**src/rtl/multicycle_controller.sv**
```systemverilog
// multicycle_controller
//   Control FSM for a multicycle ARM-subset datapath. It sequences the shared
//   PC / IR / ALU / memory datapath one instruction at a time. It also owns the
//   NZCV flag register and the condition check done against those flags.
//   Instructions: ADD/SUB/AND/ORR (register or immediate), LDR/STR with an
//   immediate offset, and B.
//   Every control output is decoded from the registered state. Write strobes
//   and the flag update are forced low while reset is high.
//
// Optional feature: define CMP_INSTR_EN to enable CMP (funct[4:1]=1010).
//   CMP performs a SUB, always writes the flags, and has no register writeback.
//   When CMP_INSTR_EN is undefined, 1010 is treated like any other
//   unsupported opcode.
//
// Ports
//   clk, reset            rising-edge clock, synchronous active-high reset
//   cond/op/funct/rd      instruction fields Instr[31:28]/[27:26]/[25:20]/[15:12]
//   alu_flags             NZCV produced by the ALU in the current cycle
//   pc_write, ir_write,
//   mem_write, reg_write  write strobes
//   adr_src               memory address: 0=PC, 1=ALU result
//   result_src            00=ALUOut reg, 01=data reg, 10=ALU result
//   alu_src_a             0=RD1 reg, 1=PC
//   alu_src_b             00=RD2 reg, 01=ExtImm, 10=constant 4
//   alu_control           00 ADD, 01 SUB, 10 AND, 11 ORR
//   imm_src               00 DP imm8, 01 memory imm12, 10 branch imm24
//   reg_src               [0]=1 selects RA1=PC, [1]=1 selects RA2=rd
//   flags                 stored NZCV {n,z,c,v}
//   dbg_state             current FSM state (debug observation)
module multicycle_controller #(
   parameter logic [3:0] RESET_FLAGS = 4'b0000,
   parameter logic [3:0] PC_REG      = 4'd15
) (
   input  logic       clk,
   input  logic       reset,
   input  logic [3:0] cond,
   input  logic [1:0] op,
   input  logic [5:0] funct,
   input  logic [3:0] rd,
   input  logic [3:0] alu_flags,
   output logic       pc_write,
   output logic       adr_src,
   output logic       ir_write,
   output logic       mem_write,
   output logic       reg_write,
   output logic [1:0] result_src,
   output logic       alu_src_a,
   output logic [1:0] alu_src_b,
   output logic [1:0] alu_control,
   output logic [1:0] imm_src,
   output logic [1:0] reg_src,
   output logic [3:0] flags,
   output logic [3:0] dbg_state
);

   typedef enum logic [3:0] {
      S_FETCH, S_DECODE, S_MEMADR, S_MEMRD, S_MEMWB,
      S_MEMWR, S_EXECR, S_EXECI, S_ALUWB, S_BRANCH
   } state_t;

   state_t     state, state_next;
   logic       cond_ex;
   logic [1:0] dp_ctrl;
   logic       dp_ok, dp_cmp;
   logic       pc_raw, ir_raw, mem_raw, reg_raw, flag_raw;

   assign dbg_state = state;

   always_ff @(posedge clk) begin
      if (reset) begin
         state <= S_FETCH;
         flags <= RESET_FLAGS;
      end else begin
         state <= state_next;
         if (flag_raw) flags <= alu_flags;
      end
   end

   // Condition check against the stored flags {n,z,c,v}.
   always_comb begin
      cond_ex = 1'b0;
      case (cond)
         4'b0000: cond_ex = flags[2];
         4'b0001: cond_ex = ~flags[2];
         4'b0010: cond_ex = flags[1];
         4'b0011: cond_ex = ~flags[1];
         4'b0100: cond_ex = flags[3];
         4'b0101: cond_ex = ~flags[3];
         4'b0110: cond_ex = flags[0];
         4'b0111: cond_ex = ~flags[0];
         4'b1000: cond_ex = flags[1] & ~flags[2];
         4'b1001: cond_ex = ~flags[1] | flags[2];
         4'b1010: cond_ex = (flags[3] == flags[0]);
         4'b1011: cond_ex = (flags[3] != flags[0]);
         4'b1100: cond_ex = ~flags[2] & (flags[3] == flags[0]);
         4'b1101: cond_ex = flags[2] | (flags[3] != flags[0]);
         4'b1110: cond_ex = 1'b1;
         default: cond_ex = 1'b0;
      endcase
   end

   // Data-processing opcode decode. When dp_ok=0 there is no writeback, and
   // the flags are written only for supported opcodes (and CMP).
   always_comb begin
      dp_ctrl = 2'b00;
      dp_ok   = 1'b0;
      dp_cmp  = 1'b0;
      case (funct[4:1])
         4'b0100: begin dp_ctrl = 2'b00; dp_ok = 1'b1; end
         4'b0010: begin dp_ctrl = 2'b01; dp_ok = 1'b1; end
         4'b0000: begin dp_ctrl = 2'b10; dp_ok = 1'b1; end
         4'b1100: begin dp_ctrl = 2'b11; dp_ok = 1'b1; end
`ifdef CMP_INSTR_EN
         4'b1010: begin dp_ctrl = 2'b01; dp_cmp = 1'b1; end
`endif
         default: dp_ctrl = 2'b00;
      endcase
   end

   always_comb begin
      state_next  = S_FETCH;
      pc_raw      = 1'b0;
      ir_raw      = 1'b0;
      mem_raw     = 1'b0;
      reg_raw     = 1'b0;
      flag_raw    = 1'b0;
      adr_src     = 1'b0;
      result_src  = 2'b00;
      alu_src_a   = 1'b0;
      alu_src_b   = 2'b00;
      alu_control = 2'b00;
      imm_src     = 2'b00;
      reg_src     = 2'b00;
      case (state)
         S_FETCH: begin
            ir_raw     = 1'b1;
            pc_raw     = 1'b1;
            alu_src_a  = 1'b1;
            alu_src_b  = 2'b10;
            result_src = 2'b10;
            state_next = S_DECODE;
         end
         S_DECODE: begin
            // The ALU computes PC+8 here so that it is available as R15.
            alu_src_a  = 1'b1;
            alu_src_b  = 2'b10;
            result_src = 2'b10;
            if (!cond_ex || op == 2'b11) state_next = S_FETCH;
            else if (op == 2'b01)        state_next = S_MEMADR;
            else if (op == 2'b10)        state_next = S_BRANCH;
            else if (funct[5])           state_next = S_EXECI;
            else                         state_next = S_EXECR;
         end
         S_EXECR, S_EXECI: begin
            alu_src_b   = (state == S_EXECI) ? 2'b01 : 2'b00;
            alu_control = dp_ctrl;
            flag_raw    = (dp_ok & funct[0]) | dp_cmp;
            state_next  = (dp_ok && !dp_cmp) ? S_ALUWB : S_FETCH;
         end
         S_ALUWB: begin
            if (rd == PC_REG) pc_raw = 1'b1;
            else              reg_raw = 1'b1;
         end
         S_MEMADR: begin
            alu_src_b  = 2'b01;
            imm_src    = 2'b01;
            state_next = funct[0] ? S_MEMRD : S_MEMWR;
         end
         S_MEMRD: begin
            adr_src    = 1'b1;
            state_next = S_MEMWB;
         end
         S_MEMWB: begin
            result_src = 2'b01;
            if (rd == PC_REG) pc_raw = 1'b1;
            else              reg_raw = 1'b1;
         end
         S_MEMWR: begin
            adr_src = 1'b1;
            mem_raw = 1'b1;
            reg_src = 2'b10;
         end
         S_BRANCH: begin
            reg_src    = 2'b01;
            alu_src_b  = 2'b01;
            imm_src    = 2'b10;
            result_src = 2'b10;
            pc_raw     = 1'b1;
         end
         default: state_next = S_FETCH;
      endcase
   end

   assign pc_write  = pc_raw  & ~reset;
   assign ir_write  = ir_raw  & ~reset;
   assign mem_write = mem_raw & ~reset;
   assign reg_write = reg_raw & ~reset;

endmodule
```
**config.mk**
```make
export PLATFORM = sky130hd
export DESIGN_NAME = multicycle_controller
export DESIGN_NICKNAME = d
export VERILOG_FILES = /design/src/rtl/multicycle_controller.sv
export SDC_FILE = /design/constraint.sdc
export NUM_CORES = 1
export LEC_CHECK = 0
export CELL_PAD_IN_SITES_DETAIL_PLACEMENT = 1
export CELL_PAD_IN_SITES_GLOBAL_PLACEMENT = 2
export CORE_MARGIN = 3
export CORE_UTILIZATION = 21
export DETAILED_ROUTE_END_ITERATION = 12
export PLACE_DENSITY = 0.92
export SYNTH_ARGS = -nofsm -noshare
export SYNTH_HDL_FRONTEND = slang
export SYNTH_SLANG_ARGS = --single-unit
export TNS_END_PERCENT = 10
```
**constraint.sdc**
```tcl
create_clock -name clk -period 3.16 [get_ports clk]
set_input_delay 0.632 -clock clk [delete_from_list [all_inputs] [get_ports clk]]
set_output_delay 0.632 -clock clk [all_outputs]
set_load 0.05 [all_outputs]
```
==> results.toml, run 1 <==
[pwr]
switching_power_uw = 137
power_frac_comb_pct = 40.1
leakagePower_nw = 0.538
ir_drop_uv = 95.3
power_frac_clock_pct = 31.2
pwr-share-seq_pct = 28.7
power.density_nw_per_um2 = 289
p_int_uw = 254
netSwitchingFraction_pct = 35.1

[cells_and_area]
postLayoutCoreUtil_pct = 36.0
diodes = 0
area_delta_synth_final_pct = 61.1
final_net_count = 176
drive_gt1_share_pct = 12.2
num-fill-cells = 441
final_common_cell = "clkdlybuf4s50_1"
layout_common_cells = "clkdlybuf4s50_1 (39), nor2_1 (11), nor3_1 (8), dfxtp_1 (8), nand2_1 (7)"

[clocking]
cts.sinks = 8
cts_setup_buffers = 0
clk_latency_ns = 0.23
cts.path.max_buffers = 2
clockRootBuffer = "clkbuf_8"
cts_tree = "done"
cts_inserted_buffers = 3
postCtsHoldBufs = 0
path_clk_slew_ns = 0.04
htreeDepth = 1
ctsResizeCount = 0

[timing]
tightest_slew_ns = 0.521
hold_viol = 0
fin_crit_sh_pct = 91.2
maxSlewHeadroom_pct = 65.1
setup_violations = 0
max_clock_freq_ghz = 0.347
drv_slew = 0
period_needed_ns = 2.88
skew_ns = 0.00179
grt_setup_unrepaired = "no"
tns_ns = 0

[logic_synthesis]
ys_types = 42
syn_avg_cell_area_um2 = 7.87
ys_seq_area_share_pct = 19.0
ys_warn_count = 0
syn_nets = 133
ys_seq_elements = 8
syn-cell-area_um2 = 842
syn-instance-count = 107

[drt]
wl_per_cell_um = 14.4
first_iter_violations = 64
num_vias = 928
drt-pass1-iter-count = 4
antenna_left = 0
drc = 0
routed_wl_um = 2820
viasPerCell = 4.73

[placement]
dp_hpwl_um = 2300
gp_congestion = 0.771
io_buffer_count = 45

[die]
die_w_um = 69.3
io-pin-count = 46
die_area_um2 = 4810
chipHeight_um = 69.3
design.core.area_um2 = 3770
start_util_pct = 22.3
num_rows = 22

[min_path]
worstHoldPathType = "reg2reg"
holdPathStages = 2
min_from = "flags[1]$_SDFFE_PP0P_"
hold_path_end = "flags[1]$_SDFFE_PP0P_"

[global_routing]
grt_pass1_wl_um = 4750
antenna_found_initial = 0
grt_pass1_vias = 980
grt_overflow_total = 0
grt_usage_pct = 11.9
grt_max_degree = 16

[critical_path]
slowest_delay_ns = 0.86
timing.rr.end = "flags[2]$_SDFFE_PP0P_"
cp-end-kind = "primary output"
worst_setup_path_start_kind = "flop"
worstSetupPathType = "reg2out"
reg2reg_depth = 5
required_ns = 2.53
crit_path_cell_trace = "nand2_1 -> mux2_2 -> o32ai_1 -> clkdlybuf4s50_1"
crit_path_max_fanout = 12
ff2ff_setup_slack_ns = 1.47
cpMaxStageDelayCell = "clkdlybuf4s50_1"
critPathArrivalTime_ns = 2.25
worstReg2RegStart = "dbg_state[2]$_SDFF_PP0_"

[run]
maxCapViolCount = 0

[outcome]
status = "finished, final reports clean"
==> area by class of cell <==
type / count / area, um2 / share of cell area, %
Sequential cell: 8 / 160 / 11.8
Inverter: 6 / 22.5 / 1.66
Timing Repair Buffer: 46 / 455 / 33.6
Multi-Input combinational cell: 85 / 617 / 45.5
Tap cell: 48 / 60.1 / 4.43
Clock buffer: 3 / 41.3 / 3.04
==> worst max path at each step <==
stage / from / to / slack (ns)
2_1_floorplan: dbg_state[2]$_SDFF_PP0_ / reg_write / -0.16
6_report: dbg_state[1]$_SDFF_PP0_ / alu_src_b[0] / 0.28
3_5_place_dp: dbg_state[3]$_SDFF_PP0_ / alu_src_b[0] / 0.53
4_1_cts: dbg_state[1]$_SDFF_PP0_ / alu_src_b[0] / 0.27
5_1_grt: dbg_state[1]$_SDFF_PP0_ / alu_src_b[0] / 0.19
3_3_place_gp: dbg_state[3]$_SDFF_PP0_ / alu_src_b[0] / 0.59
==> power groups by stage <==
stage	Sequential, mW	Clock (mW)	Combinational [mW]
2_1_floorplan	0.120	0	0.0874
3_3_place_gp	0.114	0	0.155
3_5_place_dp	0.114	0	0.158
4_1_cts	0.112	0.126	0.159
5_1_grt	0.113	0.130	0.168
6_report	0.112	0.122	0.157
==> metal layers <==
layer,part of all wire (%),global-route usage [%],vias to the layer above
met2,52,22.0,18
met5,0,0,-
met4,2.0,5.86,0
met3,2.5,1.01,5
met1,43,13.6,439
li1,-,-,466
==> worst max-delay path: cells and delay by family (launching register included) <==
| kind | cells | cell delay (ns) |
|---|---|---|
| buffers and inverters | 1 | 0.86 |
| flip-flops | 1 | 0.55 |
| multiplexers | 1 | 0.29 |
| AND/OR/NAND/NOR | 1 | 0.17 |
| AO/OA/AOI/OAI | 1 | 0.16 |
==> synthesized netlist by cell type <==
cell type	count	area share [%]
nor2_1	11	4.9
dfxtp_1	8	19
nor3_1	8	4.8
nand2_1	7	3.1
inv_1	6	2.7
mux2i_1	6	7.1
ha_1	4	5.9
nor2b_1	4	3.0
o21ai_0	4	2.4
and3b_1	3	3.1
nor3b_1	3	2.7
xnor2_1	3	3.1
xor2_1	3	3.1
a21oi_1	2	1.2
and4b_1	2	2.4
buf_2	2	1.2
buf_4	2	1.8
clkbuf_1	2	0.89
nand2b_1	2	1.5
o22ai_1	2	1.5
o32ai_1	2	2.1
a211oi_2	1	1.5
a22oi_1	1	0.89
a22oi_2	1	1.5
a41o_1	1	1.2
buf_1	1	0.45
buf_6	1	1.3
mux2_2	1	1.3
nand2_2	1	0.74
nand3_1	1	0.59
nand4_1	1	0.74
nand4bb_1	1	1.3
nor3_4	1	1.9
nor4_1	1	0.74
o2111a_1	1	1.3
o211ai_1	1	0.89
o21ba_2	1	1.2
o2bb2ai_1	1	1.0
o311ai_0	1	1.0
or2_1	1	0.74
or3_1	1	0.74
or3_4	1	1.3
==> per-stage QoR <==
step / instance area, um2 / hold slack [ns] / cells / setup slack [ns] / power, mW
final: 1360 / 0.561 / 196 / 0.279 / 0.392
after global routing: 1360 / 0.631 / 196 / 0.185 / 0.411
after CTS: 1360 / 0.570 / 196 / 0.273 / 0.397
after detailed placement: 1320 / 0.562 / 193 / 0.530 / 0.272
after global placement: 1320 / 0.556 / 193 / 0.585 / 0.269
after floorplan: 847 / 0.770 / 107 / -0.161 / 0.207
==> state kept, by name, indices dropped and copies added (netlist names) <==
signal,cells
flags,4
dbg_state,4
==> kinds of logic (layout without fill, tap and decap cells) <==
kind of cell,count (synthesis),count (layout),synth area share (%)
XOR/XNOR,6,6,6.24
AO/OA/AOI/OAI,19,19,17.7
AND/OR/NAND/NOR,49,49,34.3
multiplexers,7,7,8.47
buffers and inverters,14,55,8.32
adder cells (fa/ha/maj),4,4,5.94
flip-flops,8,8,19.0
Note: power is estimated with default switching activity, not from simulation.
==> run 2, diff against run 1 <==
- SETUP_SLACK_MARGIN: unset -> 0.3
- SLEW_MARGIN: unset -> 5
==> run 2 against run 1 <==
First-iteration DRC count is 4.7% lower. Sequential share of layout area about the same. Wire length fell by 1.0%. Worst setup slack better by 0.19 ns. Flip-flop and latch count did not move. Global-route usage fell by 0.42 points. Maximum frequency grew 7.1%. Final area rose by 0.46%. Register-to-register slack barely moved. Via count fell by 1.3%. Clock power fell by 4%. Largest power group unchanged.
==> results.toml, run 2 (same netlist as run 1, synthesis figures left out) <==
[drt]
routed_wl_um = 2790
num_vias = 916
drt-pass1-iter-count = 4
drc = 0
first_iter_violations = 61
antenna_left = 0
viasPerCell = 4.67
wl_per_cell_um = 14.2

[clocking]
clk_latency_ns = 0.22
cts_tree = "done"
cts_setup_buffers = 0
cts_inserted_buffers = 3
htreeDepth = 1
clockRootBuffer = "clkbuf_8"
cts.path.max_buffers = 2
postCtsHoldBufs = 0
cts.sinks = 8
path_clk_slew_ns = 0.04

[timing]
fin_crit_sh_pct = 85.1
max_clock_freq_ghz = 0.372
hold_viol = 0
grt_setup_unrepaired = "no"
skew_ns = 0.00142
maxSlewHeadroom_pct = 64.3
period_needed_ns = 2.69
setup_violations = 0
fin_hold_ws_ns = 0.593
drv_slew = 0
tightest_slew_ns = 0.534
tns_ns = 0
fin_ws_ns = 0.470

[cells_and_area]
layout_common_cells = "clkdlybuf4s50_1 (38), nor2_1 (11), nor3_1 (8), nand2_1 (7), dfxtp_1 (7)"
seq_area_um2 = 161
drive_gt1_share_pct = 13.5
final_net_count = 176
final_common_cell = "clkdlybuf4s50_1"
diodes = 0
final_area_um2 = 1360
area_delta_synth_final_pct = 61.8
postLayoutCoreUtil_pct = 36.1
num-fill-cells = 455
multi_input_area_um2 = 623

[outcome]
status = "finished, final reports clean"

[die]
die_area_um2 = 4810
start_util_pct = 22.3
io-pin-count = 46
chipHeight_um = 69.3
die_w_um = 69.3
num_rows = 22
design.core.area_um2 = 3770

[critical_path]
worst_setup_path_start_kind = "flop"
worstSetupPathType = "reg2out"
required_ns = 2.53
critPathArrivalTime_ns = 2.06
cp-end-kind = "primary output"
crit_path_max_fanout = 13

[global_routing]
grt_pass1_vias = 958
grt_pass1_wl_um = 4640
grt_overflow_total = 0
grt_usage_pct = 11.5
antenna_found_initial = 0
grt_max_degree = 16

[placement]
gp_congestion = 0.741
post-place-ws_ns = 0.523
dp_hpwl_um = 2310
placed_cell_area_um2 = 1320
io_buffer_count = 45

[pwr]
ir_drop_uv = 108
power.density_nw_per_um2 = 284
leakagePower_nw = 0.543

[run]
maxCapViolCount = 0

[min_path]
worstHoldPathType = "reg2reg"
## run 2: changes by cell type in the layout (fill, tap and decap cells not counted), sizes merged
cell,previous run,this run
clkdlybuf4s50,39,38
dlygate4sd2,0,1
## run 2: final timing paths
kind	from	cells past startpoint	slack (ns)	to
max	dbg_state[2]$_SDFF_PP0_	3	0.47	result_src[0]
min reg2reg	flags[1]$_SDFFE_PP0P_	2	0.59	flags[1]$_SDFFE_PP0P_
max reg2reg	dbg_state[2]$_SDFF_PP0_	5	1.47	flags[1]$_SDFFE_PP0P_
min	flags[1]$_SDFFE_PP0P_	2	0.59	flags[1]$_SDFFE_PP0P_
## run 2: per-layer routing
| metal | up-vias | wire (um) | GRT usage, % |
|---|---|---|---|
| met2 | 30 | 1380 | 20.9 |
| li1 | 464 | - | - |
| met5 | - | 0 | 0 |
| met1 | 420 | 1250 | 13.5 |
| met3 | 2 | 138 | 2.90 |
| met4 | 0 | 20 | 2.60 |
## run 2: per-stage QoR
step,power (mW),cells
after global placement,0.269,193
after CTS,0.392,196
after floorplan,0.208,107
final,0.386,196
after detailed placement,0.272,193
after global routing,0.407,196
## run 2: worst max-delay path, cell delays in order (launching register included)
cell             delay (ns)
dfxtp_1                0.61
nand2b_1               0.19
nor3_1                 0.19
clkdlybuf4s50_1        0.84
## run 2: layout make-up
type                    count  area share [%]
inverters                   6            1.65
flip-flops and latches      8            11.8
multi-input cells          85            45.7
repair buffers             46            33.3
well taps                  48            4.41
clock buffers               3            3.03
## run 2: what timing repair did
item                                    4_1_cts  5_1_grt
gates cloned                                  0        0
resized for setup                             1        1
endpoints found under the setup margin        1        1
## run 2: report_power, final
part	internal [mW]	switching (mW)	total [mW]
clock network	0.0820	0.0349	0.117
registers	0.105	0.00845	0.113
logic	0.0674	0.0891	0.156
total	0.254	0.132	0.386
==> run 3, diff against run 2 <==
- SKIP_LAST_GASP: unset -> 1
==> results of run 3 <==
The final DEF is identical to that of run 2; final timing and power are the same.
